<file path="src/rtl/lr_stream_arbiter_pkg.sv">
// Shared definitions for the 2:1 packet-granular stream arbiter.
// Holds the bus width, the word-type codes carried in the top two bits
// of each word, the arbiter state encoding and a helper that pulls the
// code out of a word.
package lr_stream_arbiter_pkg;

    localparam int unsigned BUS_W = 134;

    localparam logic [1:0] CODE_HDR  = 2'b01;
    localparam logic [1:0] CODE_MID  = 2'b11;
    localparam logic [1:0] CODE_TAIL = 2'b10;

    typedef enum logic [1:0] {
        StIdle  = 2'd0,
        StGrant = 2'd1,
        StXfer  = 2'd2
    } arb_state_e;

    function automatic logic [1:0] word_code(input logic [BUS_W-1:0] w);
        return w[BUS_W-1 -: 2];
    endfunction

endpackage

</file>
<file path="src/rtl/lr_grant_pick.sv">
// Winner selection for the stream arbiter.
// Ports:
//   clk, rst_n          clock, async active-low reset
//   i_tr_req, i_rp_req  pending requests from transit / report
//   i_commit            a granted source delivered its header this cycle
//   i_commit_rp         which source committed (1 = report)
//   o_pick_rp           combinational winner (1 = report), valid when any req
// Fairness history only advances on a committed header, so a grant that
// times out never counts as a win.
module lr_grant_pick
    import lr_stream_arbiter_pkg::*;
#(
    parameter int unsigned PRIO_REPORT = 1,
    parameter int unsigned MAX_CONSEC  = 4
) (
    input  logic clk,
    input  logic rst_n,
    input  logic i_tr_req,
    input  logic i_rp_req,
    input  logic i_commit,
    input  logic i_commit_rp,
    output logic o_pick_rp
);

    localparam int unsigned CW = $clog2(MAX_CONSEC + 1);

    logic          r_last_rp;
    logic [CW-1:0] r_consec;
    logic          w_rp_capped;

    // Report has used up its run of back-to-back wins.
    assign w_rp_capped = r_last_rp && (r_consec == CW'(MAX_CONSEC));

    always_comb begin
        o_pick_rp = 1'b0;
        if (i_rp_req && !i_tr_req) begin
            o_pick_rp = 1'b1;
        end else if (i_rp_req && i_tr_req) begin
            if (PRIO_REPORT != 0) begin
                o_pick_rp = !w_rp_capped;
            end else begin
                o_pick_rp = !r_last_rp;
            end
        end
    end

    always_ff @(posedge clk or negedge rst_n) begin
        if (!rst_n) begin
            r_last_rp <= 1'b0;
            r_consec  <= '0;
        end else if (i_commit) begin
            r_last_rp <= i_commit_rp;
            if (i_commit_rp == r_last_rp) begin
                // Saturate so the cap test stays exact on long runs.
                if (r_consec != CW'(MAX_CONSEC)) begin
                    r_consec <= r_consec + 1'b1;
                end
            end else begin
                r_consec <= CW'(1);
            end
        end
    end

endmodule

</file>
<file path="src/rtl/lr_stream_arbiter.sv">
// Packet-granular 2:1 arbiter merging the transit and beacon-report streams.
// Ports:
//   clk, rst_n                        clock, async active-low reset
//   in_tr_* / in_rp_*                 request, word strobe/data, valid flag/strobe
//   out_tr_ready / out_rp_ready       per-source grant
//   in_down_ready                     downstream accepts a new packet (IDLE only)
//   out_data_wr/out_data/out_data_valid/out_data_valid_wr  merged stream, 1-cycle latency
//   out_tr_pkt_cnt/out_rp_pkt_cnt     forwarded packets per source
//   out_drop_cnt                      dropped words
//   out_timeout_cnt                   revoked grants
module lr_stream_arbiter
    import lr_stream_arbiter_pkg::*;
#(
    parameter int unsigned PRIO_REPORT   = 1,
    parameter int unsigned MAX_CONSEC    = 4,
    parameter int unsigned GRANT_TIMEOUT = 16
) (
    input  logic             clk,
    input  logic             rst_n,
    input  logic             in_tr_req,
    input  logic             in_rp_req,
    input  logic             in_tr_data_wr,
    input  logic             in_rp_data_wr,
    input  logic [BUS_W-1:0] in_tr_data,
    input  logic [BUS_W-1:0] in_rp_data,
    input  logic             in_tr_data_valid,
    input  logic             in_tr_data_valid_wr,
    input  logic             in_rp_data_valid,
    input  logic             in_rp_data_valid_wr,
    output logic             out_tr_ready,
    output logic             out_rp_ready,
    input  logic             in_down_ready,
    output logic             out_data_wr,
    output logic [BUS_W-1:0] out_data,
    output logic             out_data_valid,
    output logic             out_data_valid_wr,
    output logic [31:0]      out_tr_pkt_cnt,
    output logic [31:0]      out_rp_pkt_cnt,
    output logic [31:0]      out_drop_cnt,
    output logic [15:0]      out_timeout_cnt
);

    localparam int unsigned TW = $clog2(GRANT_TIMEOUT + 1);

    arb_state_e       r_state, w_state_d;
    logic             r_tr_ready, w_tr_ready_d;
    logic             r_rp_ready, w_rp_ready_d;
    logic             r_gnt_rp, w_gnt_rp_d;
    logic [TW-1:0]    r_timer, w_timer_d;

    logic             r_out_wr, r_out_valid, r_out_valid_wr;
    logic [BUS_W-1:0] r_out_data;
    logic [31:0]      r_tr_pkt_cnt, r_rp_pkt_cnt, r_drop_cnt;
    logic [15:0]      r_timeout_cnt;

    logic             w_pick_rp;
    logic             w_g_wr, w_g_valid, w_g_valid_wr;
    logic [BUS_W-1:0] w_g_data;
    logic [1:0]       w_g_code;
    logic [1:0]       w_drop_ung;
    logic             w_fwd, w_drop_g, w_commit, w_done, w_timeout;

    lr_grant_pick #(
        .PRIO_REPORT (PRIO_REPORT),
        .MAX_CONSEC  (MAX_CONSEC)
    ) u_pick (
        .clk         (clk),
        .rst_n       (rst_n),
        .i_tr_req    (in_tr_req),
        .i_rp_req    (in_rp_req),
        .i_commit    (w_commit),
        .i_commit_rp (r_gnt_rp),
        .o_pick_rp   (w_pick_rp)
    );

    // Word lane of whichever source currently holds (or last held) the grant.
    assign w_g_wr       = r_gnt_rp ? in_rp_data_wr       : in_tr_data_wr;
    assign w_g_data     = r_gnt_rp ? in_rp_data          : in_tr_data;
    assign w_g_valid    = r_gnt_rp ? in_rp_data_valid    : in_tr_data_valid;
    assign w_g_valid_wr = r_gnt_rp ? in_rp_data_valid_wr : in_tr_data_valid_wr;
    assign w_g_code     = word_code(w_g_data);

    // In IDLE nobody is granted, so every strobed word is lost.
    always_comb begin
        if (r_state == StIdle) begin
            w_drop_ung = {1'b0, in_tr_data_wr} + {1'b0, in_rp_data_wr};
        end else begin
            w_drop_ung = {1'b0, r_gnt_rp ? in_tr_data_wr : in_rp_data_wr};
        end
    end

    always_comb begin
        w_state_d    = r_state;
        w_tr_ready_d = r_tr_ready;
        w_rp_ready_d = r_rp_ready;
        w_gnt_rp_d   = r_gnt_rp;
        w_timer_d    = r_timer;
        w_fwd        = 1'b0;
        w_drop_g     = 1'b0;
        w_commit     = 1'b0;
        w_done       = 1'b0;
        w_timeout    = 1'b0;
        unique case (r_state)
            StIdle: begin
                w_tr_ready_d = 1'b0;
                w_rp_ready_d = 1'b0;
                if (in_down_ready && (in_tr_req || in_rp_req)) begin
                    w_gnt_rp_d   = w_pick_rp;
                    w_rp_ready_d = w_pick_rp;
                    w_tr_ready_d = !w_pick_rp;
                    w_timer_d    = '0;
                    w_state_d    = StGrant;
                end
            end
            StGrant: begin
                if (w_g_wr && (w_g_code == CODE_HDR)) begin
                    w_fwd     = 1'b1;
                    w_commit  = 1'b1;
                    w_state_d = StXfer;
                end else begin
                    if (w_g_wr) begin
                        w_drop_g = 1'b1;
                    end
                    if (r_timer == TW'(GRANT_TIMEOUT - 1)) begin
                        w_timeout    = 1'b1;
                        w_tr_ready_d = 1'b0;
                        w_rp_ready_d = 1'b0;
                        w_state_d    = StIdle;
                    end else begin
                        w_timer_d = r_timer + 1'b1;
                    end
                end
            end
            StXfer: begin
                if (w_g_wr) begin
                    w_fwd = 1'b1;
                    // A second header mid-packet is forwarded but flagged.
                    if (w_g_code == CODE_HDR) begin
                        w_drop_g = 1'b1;
                    end
                    if (w_g_code == CODE_TAIL) begin
                        w_done       = 1'b1;
                        w_tr_ready_d = 1'b0;
                        w_rp_ready_d = 1'b0;
                        w_state_d    = StIdle;
                    end
                end
            end
            default: begin
                w_tr_ready_d = 1'b0;
                w_rp_ready_d = 1'b0;
                w_state_d    = StIdle;
            end
        endcase
    end

    always_ff @(posedge clk or negedge rst_n) begin
        if (!rst_n) begin
            r_state        <= StIdle;
            r_tr_ready     <= 1'b0;
            r_rp_ready     <= 1'b0;
            r_gnt_rp       <= 1'b0;
            r_timer        <= '0;
            r_out_wr       <= 1'b0;
            r_out_data     <= '0;
            r_out_valid    <= 1'b0;
            r_out_valid_wr <= 1'b0;
            r_tr_pkt_cnt   <= '0;
            r_rp_pkt_cnt   <= '0;
            r_drop_cnt     <= '0;
            r_timeout_cnt  <= '0;
        end else begin
            r_state        <= w_state_d;
            r_tr_ready     <= w_tr_ready_d;
            r_rp_ready     <= w_rp_ready_d;
            r_gnt_rp       <= w_gnt_rp_d;
            r_timer        <= w_timer_d;
            r_out_wr       <= w_fwd;
            r_out_valid    <= w_fwd & w_g_valid;
            r_out_valid_wr <= w_fwd & w_g_valid_wr;
            if (w_fwd) begin
                r_out_data <= w_g_data;
            end
            if (w_done && r_gnt_rp) begin
                r_rp_pkt_cnt <= r_rp_pkt_cnt + 32'd1;
            end
            if (w_done && !r_gnt_rp) begin
                r_tr_pkt_cnt <= r_tr_pkt_cnt + 32'd1;
            end
            r_drop_cnt <= r_drop_cnt + 32'(w_drop_ung) + 32'(w_drop_g);
            if (w_timeout) begin
                r_timeout_cnt <= r_timeout_cnt + 16'd1;
            end
        end
    end

    assign out_tr_ready      = r_tr_ready;
    assign out_rp_ready      = r_rp_ready;
    assign out_data_wr       = r_out_wr;
    assign out_data          = r_out_data;
    assign out_data_valid    = r_out_valid;
    assign out_data_valid_wr = r_out_valid_wr;
    assign out_tr_pkt_cnt    = r_tr_pkt_cnt;
    assign out_rp_pkt_cnt    = r_rp_pkt_cnt;
    assign out_drop_cnt      = r_drop_cnt;
    assign out_timeout_cnt   = r_timeout_cnt;

endmodule

</file>
<file path="config.mk">
export PLATFORM = sky130hd
export DESIGN_NAME = lr_stream_arbiter
export DESIGN_NICKNAME = d
export VERILOG_FILES = /design/src/rtl/lr_stream_arbiter_pkg.sv /design/src/rtl/lr_grant_pick.sv /design/src/rtl/lr_stream_arbiter.sv
export SDC_FILE = /design/constraint.sdc
export NUM_CORES = 1
export LEC_CHECK = 0
export CAP_MARGIN = 20
export CORE_AREA = 2 2 205 207
export CTS_CLUSTER_SIZE = 20
export DETAILED_ROUTE_END_ITERATION = 8
export DIE_AREA = 0 0 207 209
export GPL_ROUTABILITY_DRIVEN = 0
export PLACE_DENSITY = 0.6
export SLEW_MARGIN = 20
export SYNTH_ARGS = -nofsm -noshare
export SYNTH_HDL_FRONTEND = slang
export SYNTH_SLANG_ARGS = --single-unit
</file>
<file path="constraint.sdc">
create_clock -name clk -period 3.7 [get_ports clk]
set_input_delay 0.74 -clock clk [delete_from_list [all_inputs] [get_ports clk]]
set_output_delay 0.74 -clock clk [all_outputs]
set_load 0.03 [all_outputs]
</file>
==> results.ini, run 1 <==
[setup_path]
worstPathCellList = clkdlybuf4s50_1 > nor3b_1 > a31oi_1 > mux2_2 > nand3_1 > fa_1 > fa_1 > or3_1 > nor2_1 > buf_4 > nand3_1 > xnor2_1
worstSetupPathType = input pin to register
crit_buf_inv = 2
startpoint_type = input pin
timing.rr.end = out_drop_cnt[16]$_DFF_PN0_
r2r_start = r_gnt_rp$_DFFE_PN0P_
cpPeakStageDelay_ns = 0.49
worstPathRequired_ns = 4.15
cp_max_fo = 5
worstSetupEndpointType = register
worstSetupStartpoint = in_tr_data[133]
reg2reg_depth = 11
regToRegSetupSlack_ns = 0.53
cpMaxStageDelayCell = or3_1
critPathTopFamily = simple AND/OR/NAND/NOR gates
arrival_ns = 3.75

[layout]
fin_area_um2 = 19220
fin_nets = 1947
multi_input_area_um2 = 5319
regArea_um2 = 6585
drive_above_1_share_pct = 6.504
num-fill-cells = 3927
final_util_pct = 46.55
layout_commonest_cell = clkdlybuf4s50_1
layout_common_cells = clkdlybuf4s50_1 (528), dfrtp_1 (262), nor2_1 (159)
area_delta_synth_final_pct = 57.41

[power]
power_uw = 14050
power_density_nw_per_um2 = 730.7
p_seq_share_pct = 30.7
switchingPower_uw = 5644
ir_drop_mv = 0.3603
clock_power_share_pct = 21.8
intPower_uw = 8401
power_leakage_uw = 0.008147
combPwrFrac_pct = 47.5
swShare_pct = 40.19

[logic_synthesis]
synthAdderAreaFrac_pct = 1.558
synth_compound_area_share_pct = 6.855
synth.net_count = 1412
async_reset_ff_share_pct = 100.0
syn_avg_cell_area_um2 = 10.91
synth_top_family_by_area = simple AND/OR/NAND/NOR gates
synth_edf_count = 0
netlist_instances = 1119
yosys_warnings = 0
synth_xor_area_share_pct = 7.747
synth_flop_cell = dfrtp_1
ys_seq_elements = 263
synth_cell_types = 53
ys_seq_area_share_pct = 53.90
syn_area_um2 = 12210
synthMuxAreaShare_pct = 12.22
synthSimpleGateAreaFrac_pct = 15.08

[timing]
max_freq_ghz = 0.3025
setup_viol = 0
hold_viol = 0
post-route-period-util_pct = 89.34
rsz0062_at_grt = false
fin_crit_ns = 3.305
max_slew_margin_pct = 28.90
setup_tns_ns = 0
setup_ws_ns = 0.3946
slew_viol_final = 0
fin_skew_ns = 0.01028
tightest_slew_ns = 1.067

[floorplan]
die_y_um = 209
initial_utilization_pct = 29.57
floorplan.rows = 75
io_pins = 530
dieArea_um2 = 43260
die_w_um = 207
core_area_um2 = 41290

[cts]
clockRootBuffer = clkbuf_16
post_cts_buffers = 0
ctsHtreeMaxLevel = 1
cts.repair.resized = 0
cts_buffers = 31
cts.clk_slew.worst_paths_ns = 0.06
ctsHoldBuffers = 0
clkLatencyLatePin_ns = 0.56
cts_buffer_depth = 3
cts_tree = yes
numClockSinks = 263

[routing]
vias = 10250
wl_um = 40920
first_pass_iters = 5
drtIter0Drc = 375
final_antenna_net_count = 0
avgRoutedWirePerCell_um = 18.46
viasPerCell = 4.624
drc = 0

[global_routing]
grt_max_degree = 120
antenna_found_initial = 1
grt_pass1_vias = 10570
grt_use_total_pct = 18.40
grt_overflow_total = 0
grt_pass1_wl_um = 62360

[place]
io_buffers = 529
placed_area_um2 = 18180
pre_cts_slack_ns = -0.2176
dp_hpwl_um = 31750

[run_status]
outcome = finished, final reports clean

[min_path]
hold_path_class = input pin to asynchronous set/reset pin

[flow_run]
cap_violations = 0

-- worst register-to-register path: cells and delay by family (launching register included) --
kind            cells  cell delay [ns]
compound gates      1             0.08
simple gates        5             1.04
xor+xnor            1             0.14
mux                 1             0.24
flops               1             0.51
fa+ha+maj           2             0.90
buf+inv             1             0.14
-- metrics by stage --
step	std cells	hold WS [ns]
2_1_floorplan	1119	0.4444
6_report	2217	0.2036
3_3_place_gp	2160	0.4630
3_5_place_dp	2160	0.4674
5_1_grt	2216	0.2402
4_1_cts	2215	0.2124
-- state kept, by name (all words and copies together), names as in the netlist --
name               flops
r_state                2
out_rp_ready           1
u_pick.r_last_rp       1
out_tr_pkt_cnt        32
out_drop_cnt          32
out_tr_ready           1
out_data_valid         1
out_data_wr            1
out_rp_pkt_cnt        32
u_pick.r_consec        3
r_gnt_rp               1
out_data             134
out_data_valid_wr      1
out_timeout_cnt       16
r_timer                5
-- cell families after synthesis --
group	after synthesis
AO/OA/AOI/OAI	161
XOR/XNOR	108
adder cells (fa/ha/maj)	14
buffers and inverters	68
flip-flops	263
multiplexers	148
AND/OR/NAND/NOR	357
-- cells in the mapped netlist (all sizes together), types with 2 or more instances --
library cell	instances	area, um2
a21oi	140	700.7
a22oi	2	15.01
and2	6	37.54
and3	16	102.6
and4	12	106.4
buf	35	197.7
clkbuf	16	60.06
dfrtp	263	6581
fa	2	40.04
ha	12	150.1
inv	17	63.81
mux2	9	101.4
mux2i	139	1391
nand2	56	210.2
nand2b	3	18.77
nand3	35	180.2
nand4	34	255.2
nor2	159	596.8
nor2b	6	37.54
nor3	13	113.9
nor3b	2	15.01
nor4	3	48.80
o21ai	11	58.80
or2	3	18.77
or3	3	18.77
xnor2	81	709.4
xor2	27	236.5
-- how the worst max path moves through the flow --
stage / cells past startpoint / slack [ns] / end
after floorplan: 11 / 0.46 / out_drop_cnt[16]$_DFF_PN0_
after global placement: 12 / -0.16 / out_drop_cnt[12]$_DFF_PN0_
after detailed placement: 11 / -0.22 / out_drop_cnt[22]$_DFF_PN0_
after CTS: 11 / 0.38 / out_drop_cnt[22]$_DFF_PN0_
after global routing: 11 / 0.20 / out_drop_cnt[22]$_DFF_PN0_
final: 12 / 0.39 / out_drop_cnt[16]$_DFF_PN0_
-- power groups by stage --
stage	Combinational, uW	Sequential, uW	Clock, uW
2_1_floorplan	2320	5890	0
3_3_place_gp	6720	4310	0
3_5_place_dp	6760	4340	0
4_1_cts	6780	4320	3170
5_1_grt	7130	4430	3290
6_report	6670	4310	3060
-- per-layer routing --
metal | track usage (%) | share of wire, % | vias to the layer above | wire length [um]
li1 | - | - | 4945 | -
met1 | 22.27 | 40 | 4932 | 16570
met2 | 31.74 | 50 | 318 | 20350
met3 | 4.298 | 6.2 | 57 | 2557
met4 | 7.069 | 3.5 | 0 | 1448
met5 | 0 | 0 | - | 0
-- cell type report --
class	instances	share of cell area [%]
Clock buffer	50	5.084
Timing Repair Buffer	553	28.84
Clock inverter	5	0.2799
Inverter	17	0.3320
Antenna cell	2	0.02604
Sequential cell	263	34.26
Tap cell	539	3.509
Multi-Input combinational cell	788	27.67
Power figures use the tool's default switching activity.
==> run 2, diff against run 1 <==
==> constraint.sdc (replaced) <==
create_clock -name clk -period 3.7 [get_ports clk]
set_input_delay 0.555 -clock clk [delete_from_list [all_inputs] [get_ports clk]]
set_output_delay 0.555 -clock clk [all_outputs]
set_load 0.03 [all_outputs]
==> results.ini, run 2 (synthesized netlist as in run 1, its figures left out) <==
[cts]
ctsHtreeMaxLevel = 1
numClockSinks = 263
clkLatencyLatePin_ns = 0.56
clockRootBuffer = clkbuf_16
cts_tree = yes
cts_buffers = 30
ctsHoldBuffers = 0
post_cts_buffers = 0
cts_buffer_depth = 3
cts.clk_slew.worst_paths_ns = 0.06
cts.repair.resized = 0

[layout]
fin_nets = 1939
final_util_pct = 46.36
largest_reg_flops = 134
fin_area_um2 = 19140
num-fill-cells = 3897
layout_common_cells = clkdlybuf4s50_1 (528), dfrtp_1 (262), nor2_1 (159)
layout_commonest_cell = clkdlybuf4s50_1
final_cells = 2209
area_delta_synth_final_pct = 56.78
drive_above_1_share_pct = 6.351

[global_routing]
grt_overflow_total = 0
grt_pass1_vias = 10250
grt_max_degree = 149
grt_use_total_pct = 17.92
antenna_found_initial = 1
grt_pass1_wl_um = 60530

[setup_path]
cpMaxStageDelayCell = dfrtp_4
worstPathCellList = nor3b_1 > a31oi_1 > mux2_2 > nand3_1 > fa_1 > fa_1 > or3_1 > nor2_1 > nand3_1 > xnor2_1
worstSetupPathType = register to register
critPathCapture = out_drop_cnt[16]$_DFF_PN0_
crit_cells = 10
timing.rr.end = out_drop_cnt[16]$_DFF_PN0_
reg2reg_depth = 10
critPathTopFamily = simple AND/OR/NAND/NOR gates
cp_max_fo = 6
r2r_start = r_gnt_rp$_DFFE_PN0P_
cpPeakStageDelay_ns = 0.51
crit_buf_inv = 0
startpoint_type = register
worstSetupStartpoint = r_gnt_rp$_DFFE_PN0P_
worstSetupEndpointType = register
worstPathRequired_ns = 4.13
arrival_ns = 3.70
regToRegSetupSlack_ns = 0.43

[timing]
fin_skew_ns = 0.006885
hold_viol = 0
setup_tns_ns = 0
setup_viol = 0
rsz0062_at_grt = false
tightest_slew_ns = 1.038
hold_slack_ns = 0.02716
post-route-period-util_pct = 88.28
slew_viol_final = 0
max_slew_margin_pct = 30.81
max_freq_ghz = 0.3061
fin_crit_ns = 3.266

[floorplan]
initial_utilization_pct = 29.57
io_pins = 530
floorplan.rows = 75
dieArea_um2 = 43260
die_y_um = 209
die_w_um = 207
core_area_um2 = 41290

[routing]
viasPerCell = 4.617
first_pass_iters = 5
wl_um = 40220
drc = 0
vias = 10200
avgRoutedWirePerCell_um = 18.21
drtIter0Drc = 480
final_antenna_net_count = 0

[power]
power_density_nw_per_um2 = 731.7
power_leakage_uw = 0.008107
ir_drop_mv = 0.4226

[flow_run]
cap_violations = 0

[min_path]
hold_path_class = input pin to asynchronous set/reset pin

[place]
dp_hpwl_um = 31300
io_buffers = 529
placed_area_um2 = 18120
dp.cells = 2153

[run_status]
outcome = finished, final reports clean

==> run 2: cell types whose count changed in the layout (fill, tap and decap cells not counted) <==
cell | previous run | this run
buf_12 | 5 | 4
clkbuf_1 | 6 | 2
clkbuf_8 | 13 | 5
buf_4 | 19 | 13
clkinvlp_4 | 0 | 2
clkinv_2 | 3 | 11
bufinv_16 | 1 | 3
diode_2 | 2 | 1
==> run 2: worst min-delay path by stage <==
stage	end	slack, ns
2_1_floorplan	out_data[0]$_DFFE_PN0P_	0.26
3_3_place_gp	out_rp_pkt_cnt[31]$_DFFE_PN0P_	0.46
3_5_place_dp	out_drop_cnt[31]$_DFF_PN0_	0.47
4_1_cts	out_timeout_cnt[14]$_DFFE_PN0P_	0.03
5_1_grt	out_timeout_cnt[13]$_DFFE_PN0P_	0.07
6_report	out_timeout_cnt[13]$_DFFE_PN0P_	0.03
==> run 2: routing by layer <==
layer | global-route usage [%] | wire [um]
met5 | 0 | 0
met4 | 7.167 | 1505
met3 | 4.328 | 2590
met2 | 30.85 | 19960
met1 | 21.55 | 16170
==> run 2: stage by stage <==
step / setup WS [ns] / power (uW)
floorplan: 0.6329 / 8209
global placement: -0.04036 / 10990
detailed placement: -0.09201 / 11070
CTS: 0.4308 / 14200
global route: 0.2345 / 14780
finish: 0.4336 / 14010
==> run 2: power by group <==
part | internal (uW) | leakage [uW] | switching (uW) | total [uW]
clock | 1830 | 0.000511 | 1220 | 3050
combinational | 2760 | 0.00436 | 3890 | 6650
sequential | 3760 | 0.00323 | 547 | 4310
==> run 2: layout make-up <==
class | count | area, um2 | share of cell area (%)
clock buffers | 38 | 852.1 | 4.451
inverters | 17 | 63.81 | 0.3333
repair buffers | 546 | 5478 | 28.61
flip-flops and latches | 263 | 6585 | 34.40
diodes | 1 | 2.502 | 0.01307
well taps | 539 | 674.4 | 3.523
clock inverters | 17 | 168.9 | 0.8824
multi-input cells | 788 | 5319 | 27.78
==> run 2: worst reg2reg max path: stages, from the launching register on <==
cell and delay (ns):
dfrtp_4 0.51, nor3b_1 0.20, a31oi_1 0.07, mux2_2 0.23
nand3_1 0.09, fa_1 0.47, fa_1 0.46, or3_1 0.50
nor2_1 0.33, nand3_1 0.15, xnor2_1 0.15
